===== src/rtl/sbox_arb_pkg.sv =====
// Shared types and the round-robin pick used by the S-box arbiter.
package sbox_arb_pkg;

  localparam int N_REQ_DEFAULT = 4;
  localparam int ID_MAX_W      = 3;

  typedef logic [7:0] byte_t;

  typedef struct packed {
    logic                valid;
    logic [ID_MAX_W-1:0] id;
    byte_t               data;
  } stage_t;

  typedef struct packed {
    logic                found;
    logic [ID_MAX_W-1:0] idx;
  } pick_t;

  // First set bit of req scanning from last+1 upward, modulo n.
  function automatic pick_t rr_pick(input logic [7:0] req, input logic [ID_MAX_W-1:0] last,
                                    input int n);
    pick_t p;
    int    idx;
    p = '0;
    for (int k = 1; k <= 8; k++) begin
      idx = (int'(last) + k) % n;
      if (k <= n && !p.found && req[idx[2:0]]) begin
        p.found = 1'b1;
        p.idx   = idx[2:0];
      end
    end
    return p;
  endfunction

endpackage


===== src/rtl/rijndael_sbox_lut.sv =====
// Combinational Rijndael forward S-box as a constant table.
module rijndael_sbox_lut (
  input  logic [7:0] sbox_in,
  output logic [7:0] sbox_out
);

  localparam logic [2047:0] SBOX_TBL = {
    128'h637c777bf26b6fc53001672bfed7ab76,
    128'hca82c97dfa5947f0add4a2af9ca472c0,
    128'hb7fd9326363ff7cc34a5e5f171d83115,
    128'h04c723c31896059a071280e2eb27b275,
    128'h09832c1a1b6e5aa0523bd6b329e32f84,
    128'h53d100ed20fcb15b6acbbe394a4c58cf,
    128'hd0efaafb434d338545f9027f503c9fa8,
    128'h51a3408f929d38f5bcb6da2110fff3d2,
    128'hcd0c13ec5f974417c4a77e3d645d1973,
    128'h60814fdc222a908846eeb814de5e0bdb,
    128'he0323a0a4906245cc2d3ac629195e479,
    128'he7c8376d8dd54ea96c56f4ea657aae08,
    128'hba78252e1ca6b4c6e8dd741f4bbd8b8a,
    128'h703eb5664803f60e613557b986c11d9e,
    128'he1f8981169d98e949b1e87e9ce5528df,
    128'h8ca1890dbfe6426841992d0fb054bb16
  };

  // Entry 0 sits in the top byte, so index from the top down.
  logic [10:0] bit_idx;
  assign bit_idx  = {~sbox_in, 3'b000};
  assign sbox_out = SBOX_TBL[bit_idx +: 8];

endmodule


===== src/rtl/rr_arbiter.sv =====
// Reusable round-robin arbiter: request vector in, one-hot grant out.
module rr_arbiter
  import sbox_arb_pkg::*;
#(
  parameter int N = N_REQ_DEFAULT
) (
  input  logic         clk,
  input  logic         rst,
  input  logic [N-1:0] req,
  input  logic         update,
  output logic [N-1:0] grant
);

  logic [ID_MAX_W-1:0] last_reg;
  logic [ID_MAX_W-1:0] last_next;
  logic [7:0]          req_ext;
  pick_t               pick;

  always_comb begin
    req_ext        = '0;
    req_ext[N-1:0] = req;
    pick           = rr_pick(req_ext, last_reg, N);
    last_next      = (update && pick.found) ? pick.idx : last_reg;
  end

  for (genvar gi = 0; gi < N; gi++) begin : g_grant
    assign grant[gi] = pick.found && (pick.idx == ID_MAX_W'(gi));
  end

  // Starting at N-1 gives requester 0 top priority out of reset.
  always_ff @(posedge clk) begin
    if (rst) last_reg <= ID_MAX_W'(N - 1);
    else     last_reg <= last_next;
  end

endmodule


===== src/rtl/sbox_arbiter.sv =====
// Round-robin sharing of one S-box: arbitrate, key-XOR into stage 1, S-box into stage 2.
module sbox_arbiter
  import sbox_arb_pkg::*;
#(
  parameter  int N_REQ = N_REQ_DEFAULT,
  localparam int ID_W  = $clog2(N_REQ)
) (
  input  logic             clk,
  input  logic             rst,
  input  logic             key_we,
  input  logic [7:0]       key_in,
  input  logic [N_REQ-1:0] req_valid,
  input  logic [8*N_REQ-1:0] req_data,
  output logic [N_REQ-1:0] req_ready,
  output logic             rsp_valid,
  input  logic             rsp_ready,
  output logic [ID_W-1:0]  rsp_id,
  output logic [7:0]       rsp_data,
  output logic             trig,
  output logic [15:0]      op_count
);

  logic [N_REQ-1:0] grant;
  stage_t           s1_reg;
  stage_t           s1_next;
  byte_t            key_reg;
  byte_t            sbox_out;
  logic             s2_adv;
  logic             s1_adv;
  logic             accept;
  logic             rsp_valid_reg;
  logic [ID_W-1:0]  rsp_id_reg;
  byte_t            rsp_data_reg;
  logic             trig_reg;
  logic [15:0]      op_count_reg;
  logic             unused_id;

  assign s2_adv    = !rsp_valid_reg || rsp_ready;
  assign s1_adv    = !s1_reg.valid || s2_adv;
  // Grants only go to valid requesters, so any ready bit is a handshake.
  assign req_ready = (s1_adv && !rst) ? grant : '0;
  assign accept    = |req_ready;

  rr_arbiter #(.N(N_REQ)) u_arb (
    .clk    (clk),
    .rst    (rst),
    .req    (req_valid),
    .update (accept),
    .grant  (grant)
  );

  always_comb begin
    s1_next       = '0;
    s1_next.valid = accept;
    for (int i = 0; i < N_REQ; i++) begin
      if (req_ready[i]) begin
        s1_next.id   = ID_MAX_W'(i);
        s1_next.data = req_data[8*i +: 8] ^ key_reg;
      end
    end
  end

  rijndael_sbox_lut u_sbox (
    .sbox_in  (s1_reg.data),
    .sbox_out (sbox_out)
  );

  always_ff @(posedge clk) begin
    if (rst) begin
      key_reg       <= 8'h00;
      s1_reg        <= '0;
      rsp_valid_reg <= 1'b0;
      rsp_id_reg    <= '0;
      rsp_data_reg  <= 8'h00;
      trig_reg      <= 1'b0;
      op_count_reg  <= 16'h0000;
    end else begin
      if (key_we) key_reg <= key_in;
      if (s1_adv) s1_reg <= s1_next;
      if (s2_adv) begin
        rsp_valid_reg <= s1_reg.valid;
        if (s1_reg.valid) begin
          rsp_id_reg   <= s1_reg.id[ID_W-1:0];
          rsp_data_reg <= sbox_out;
        end
      end
      trig_reg <= accept;
      if (rsp_valid_reg && rsp_ready) op_count_reg <= op_count_reg + 16'd1;
    end
  end

  assign unused_id = ^s1_reg.id;

  assign rsp_valid = rsp_valid_reg;
  assign rsp_id    = rsp_id_reg;
  assign rsp_data  = rsp_data_reg;
  assign trig      = trig_reg;
  assign op_count  = op_count_reg;

endmodule


===== config.mk =====
export PLATFORM = sky130hd
export DESIGN_NAME = sbox_arbiter
export DESIGN_NICKNAME = d
export VERILOG_FILES = /design/src/rtl/sbox_arb_pkg.sv /design/src/rtl/rijndael_sbox_lut.sv /design/src/rtl/rr_arbiter.sv /design/src/rtl/sbox_arbiter.sv
export SDC_FILE = /design/constraint.sdc
export NUM_CORES = 1
export LEC_CHECK = 0
export CAP_MARGIN = 40
export CORE_MARGIN = 1.5
export CORE_UTILIZATION = 50
export DETAILED_ROUTE_END_ITERATION = 7
export PLACE_DENSITY_LB_ADDON = 0.1
export SLEW_MARGIN = 5
export SYNTH_ARGS = -nofsm -noshare
export SYNTH_HDL_FRONTEND = slang
export SYNTH_SLANG_ARGS = --single-unit

===== constraint.sdc =====
create_clock -name clk -period 4.05 [get_ports clk]
set_clock_uncertainty 0.15 [all_clocks]
set_input_delay 0.405 -clock clk [delete_from_list [all_inputs] [get_ports clk]]
set_output_delay 0.405 -clock clk [all_outputs]
set_load 0.1 [all_outputs]

==> results <==
- Summed over all layers, the global routing overflow is 0.
- After synthesis the netlist holds a flip-flop and latch count of 49.
- The data arrival time at the worst-slack endpoint is 3.58 ns.
- Buffers inserted during clock tree synthesis total 5.
- The final routed wire length divided by cell count is 26.0 um.
- Yosys mapped a number of flops with a built-in enable equal to 0.
- The area enclosed by the die boundary is 12,900 um^2.
- The worst path uses 88.4% of the clock period.
- The fraction of registers with async set or reset after synthesis is 0%.
- The quantity of hold-fixing buffers added after cts is 0.
- The number of slew-limit violations in the final report is 0.
- The worst hold path was traced through 2 stages.
- After synthesis the cells add up to 6110 um^2.
- 80 I/O pins were placed.
- The final layout contains routed wiring with a total length of 26.8 mm.
- The detailed placement HPWL is 18.2 mm.
- The worst reg-to-reg setup slack is 0.47 ns.
- The per-instance average area after synthesis is between 7 and 8 um^2.
- The critical path is of the flip-flop to flip-flop type.
- The via density per instance is 7.20.
- The Yosys step of the flow raised 0 warnings.
- The global-route wire length before repair is 41.2 mm.
- The count of unresolved DRC violations after routing is 3.
- The net count after synthesis is 897.
- The later pin in the worst-skew pair is clocked with a latency of 0.30 ns.
- The worst hold path startpoint is rst.
- The signal on the critical path passes through buf_4 > ha_1 > and2_1 > or3_1 > o21ai_0 > mux4_2 > o21ai_0 > a311oi_1.
- The run finished, with violations left.
- Headroom to the max-slew limit came out at 42.4%.
- The achievable frequency is 0.279 GHz.
- The worst min-delay path class is input pin to flip-flop.
- The worst flop-to-flop path endpoint is rsp_data[0].
- Compared with the post-synthesis result, the final layout area differs by 21.2%.
- The overall power consumption is 2870 uW.
- The worst setup path is captured at a flip-flop.
- The post-route antenna net violation count is 0.
- The vertical extent of the die is between 100 and 150 um.
- The routed design could run at a clock period as short as around 3.6 ns.
- After clock tree synthesis, the clock-pin slew on the worst setup and hold paths is 0.08 ns.
- The instance count of the mapped netlist is 833.
- The worst reg2reg path depth is 8.
- In this design, the stage delay of the slowest critical-path cell is 0.68 ns.
- The cell family contributing the most delay on the critical path is compound AO/OA/AOI/OAI gates.
- In this run the static leakage power is 0.00277 uW.
- The via count of the first global-routing pass is between 7k and 8k.
- The first-pass detailed-route iteration total is 8.
- STA puts the critical path data required time at 4.05 ns.
- The prevailing post-synth register cell is sky130_fd_sc_hd__dfxtp_1.
- The floorplan core area is roughly 12,000 um^2.
- The number of flip-flops in the largest register is 16.
- At the end of routability-driven placement, the weighted congestion stood at 1.10.
- Setup total negative slack on the finished layout was measured at 0 ns.
- The final reports fail on design-rule violations.
- The number of buffer cells added on primary ports is 79.
- For the pin with the worst max-slew slack, the measured transition is 0.861 ns.
- The peak ir drop on the vdd network is 0.000195 V.
- Setup repair after global routing left no endpoint under its margin.
- The count of cells resized by post-cts repair is 0.
- The final route contains 7,409 vias.
- The worst setup path is launched from a flip-flop.
- For this run, the total global-route usage over all layers was measured as 41.3%.
- The initial antenna violation count was 0.
- The number of violations reported at the end of detailed-routing iteration 0 is 1,368.
- Setup violations remaining at the end of the flow were counted as 0.
- The most prevalent standard cell on the critical path is sky130_fd_sc_hd__o21ai_0.
- No sink is reached through more buffers than the 2 on the longest clock path.
- TritonCTS built the clock tree.
- The post-route netlist has a little under an eighth of its cells at a drive strength greater than 1.
- The final layout contains ~950 nets.
- The startpoint identified for the worst register-to-register timing path is s1_reg[1].
- The tree is rooted in a sky130_fd_sc_hd__clkbuf_16.
- The largest driver fanout on the critical path is 17.
- The buffer count from post-CTS setup fixing is 0.
- The floorplan has 40 rows.
- The worst path buffer plus inverter count is 1.
- The max capacitance violation total is 0.
- The final-report hold violation count is 0.
- The floorplan step set the die width to about 110 um.
- The number of antenna diodes in the final layout is 0.
- The H-tree was split into 2 levels.
- The number of distinct library cell variants in the gate-level netlist after synthesis is 87.
- The power per standard cell area is around 390 nW/um^2.
- The end point of the most critical hold path is trig.
- The TritonCTS sink count is 49.
- The largest net degree at the start of global routing is 83.
- After synthesis, flip-flops and latches occupy 16.0% of the total area.
- The cell type of the slowest stage on the worst timing path is sky130_fd_sc_hd__o21ai_0.
- Once the floorplan was initialized, standard cells occupied 51.1% of the core.
==> routing by layer <==
| metal | vias up | part of all wire, % | global-route usage, % |
|---|---|---|---|
| met5 | - | 0 | 0 |
| met4 | 0 | 8.5 | 28.3 |
| met3 | 194 | 13 | 11.6 |
| met2 | 659 | 43 | 63.5 |
| met1 | 3339 | 35 | 50.2 |
| li1 | 3217 | - | - |
==> Yosys cell counts (22+ instances only) <==
cell type	count	share of area [%]
sky130_fd_sc_hd__clkbuf_1	37	2.3
sky130_fd_sc_hd__o211ai_1	22	2.7
sky130_fd_sc_hd__buf_2	30	2.5
sky130_fd_sc_hd__nor2_1	80	4.9
sky130_fd_sc_hd__dfxtp_1	49	16
sky130_fd_sc_hd__nor3_1	29	2.4
sky130_fd_sc_hd__nand2_1	56	3.4
sky130_fd_sc_hd__nand2b_1	32	3.3
sky130_fd_sc_hd__o21ai_0	51	4.2
sky130_fd_sc_hd__a21oi_1	51	4.2
sky130_fd_sc_hd__nand3_1	26	2.1
sky130_fd_sc_hd__mux2i_1	32	5.2
==> power by group <==
part           switching, uW  internal, uW  total (uW)
Sequential              90.5           523         613
Combinational           1160           644        1810
Clock                    215           237         453
==> cell usage in the layout, fill, tap and decap left out, types with 11 or more instances in the layout <==
| master | n |
|---|---|
| sky130_fd_sc_hd__nor2_1 | 80 |
| sky130_fd_sc_hd__clkdlybuf4s50_1 | 74 |
| sky130_fd_sc_hd__nand2_1 | 56 |
| sky130_fd_sc_hd__a21oi_1 | 51 |
| sky130_fd_sc_hd__o21ai_0 | 51 |
| sky130_fd_sc_hd__dfxtp_1 | 45 |
| sky130_fd_sc_hd__nand2b_1 | 32 |
| sky130_fd_sc_hd__mux2i_1 | 32 |
| sky130_fd_sc_hd__nor3_1 | 29 |
| sky130_fd_sc_hd__buf_4 | 27 |
| sky130_fd_sc_hd__nand3_1 | 26 |
| sky130_fd_sc_hd__buf_8 | 26 |
| sky130_fd_sc_hd__o211ai_1 | 22 |
| sky130_fd_sc_hd__a31oi_1 | 20 |
| sky130_fd_sc_hd__xor2_1 | 20 |
| sky130_fd_sc_hd__nor2b_1 | 19 |
| sky130_fd_sc_hd__a211oi_1 | 18 |
| sky130_fd_sc_hd__ha_1 | 16 |
| sky130_fd_sc_hd__and2_1 | 11 |
| sky130_fd_sc_hd__o31ai_1 | 11 |
| sky130_fd_sc_hd__a2111oi_0 | 11 |
==> kinds of logic after synthesis <==
| kind of cell | Yosys count | share of synthesized area (%) |
|---|---|---|
| AOI/OAI and AO/OA | 282 | 32.4 |
| xor gates and xnor gates | 24 | 3.44 |
| adders and majority gates | 17 | 3.44 |
| buffers and inverters | 106 | 9.41 |
| DFF | 49 | 16.0 |
| muxes | 45 | 9.29 |
| and+or+nand+nor | 310 | 26.0 |
==> worst max-delay path by stage <==
stage | startpoint | to | cells after the start
2_1_floorplan | rsp_valid | req_ready[0] | 6
6_report | s1_reg[1] | rsp_data[0] | 8
3_3_place_gp | rsp_ready | req_ready[0] | 6
4_1_cts | rsp_ready | req_ready[1] | 6
3_5_place_dp | rsp_ready | req_ready[1] | 6
5_1_grt | s1_reg[0] | rsp_data[0] | 8
==> per-stage QoR <==
stage	instance area (um^2)	std cells	worst slack [ns]	util [%]	hold WS [ns]
floorplan	6110	833	0.489	-	0.273
global placement	6750	990	0.942	56.4	0.298
detailed placement	7250	1020	0.914	60.6	0.300
CTS	7400	1028	0.898	61.9	0.256
global route	7410	1029	0.426	61.9	0.262
finish	7410	1029	0.471	61.9	0.260
==> layout make-up <==
cell class / instances / area (um^2)
multi-input cells: 678 / 4560
clock inverters: 3 / 28.8
clock buffers: 5 / 125
inverters: 13 / 48.8
well taps: 147 / 184
fillers: 1057 / 4550
flip-flops and latches: 49 / 991
repair buffers: 134 / 1470
No activity file was read; power rests on OpenSTA's default activity.
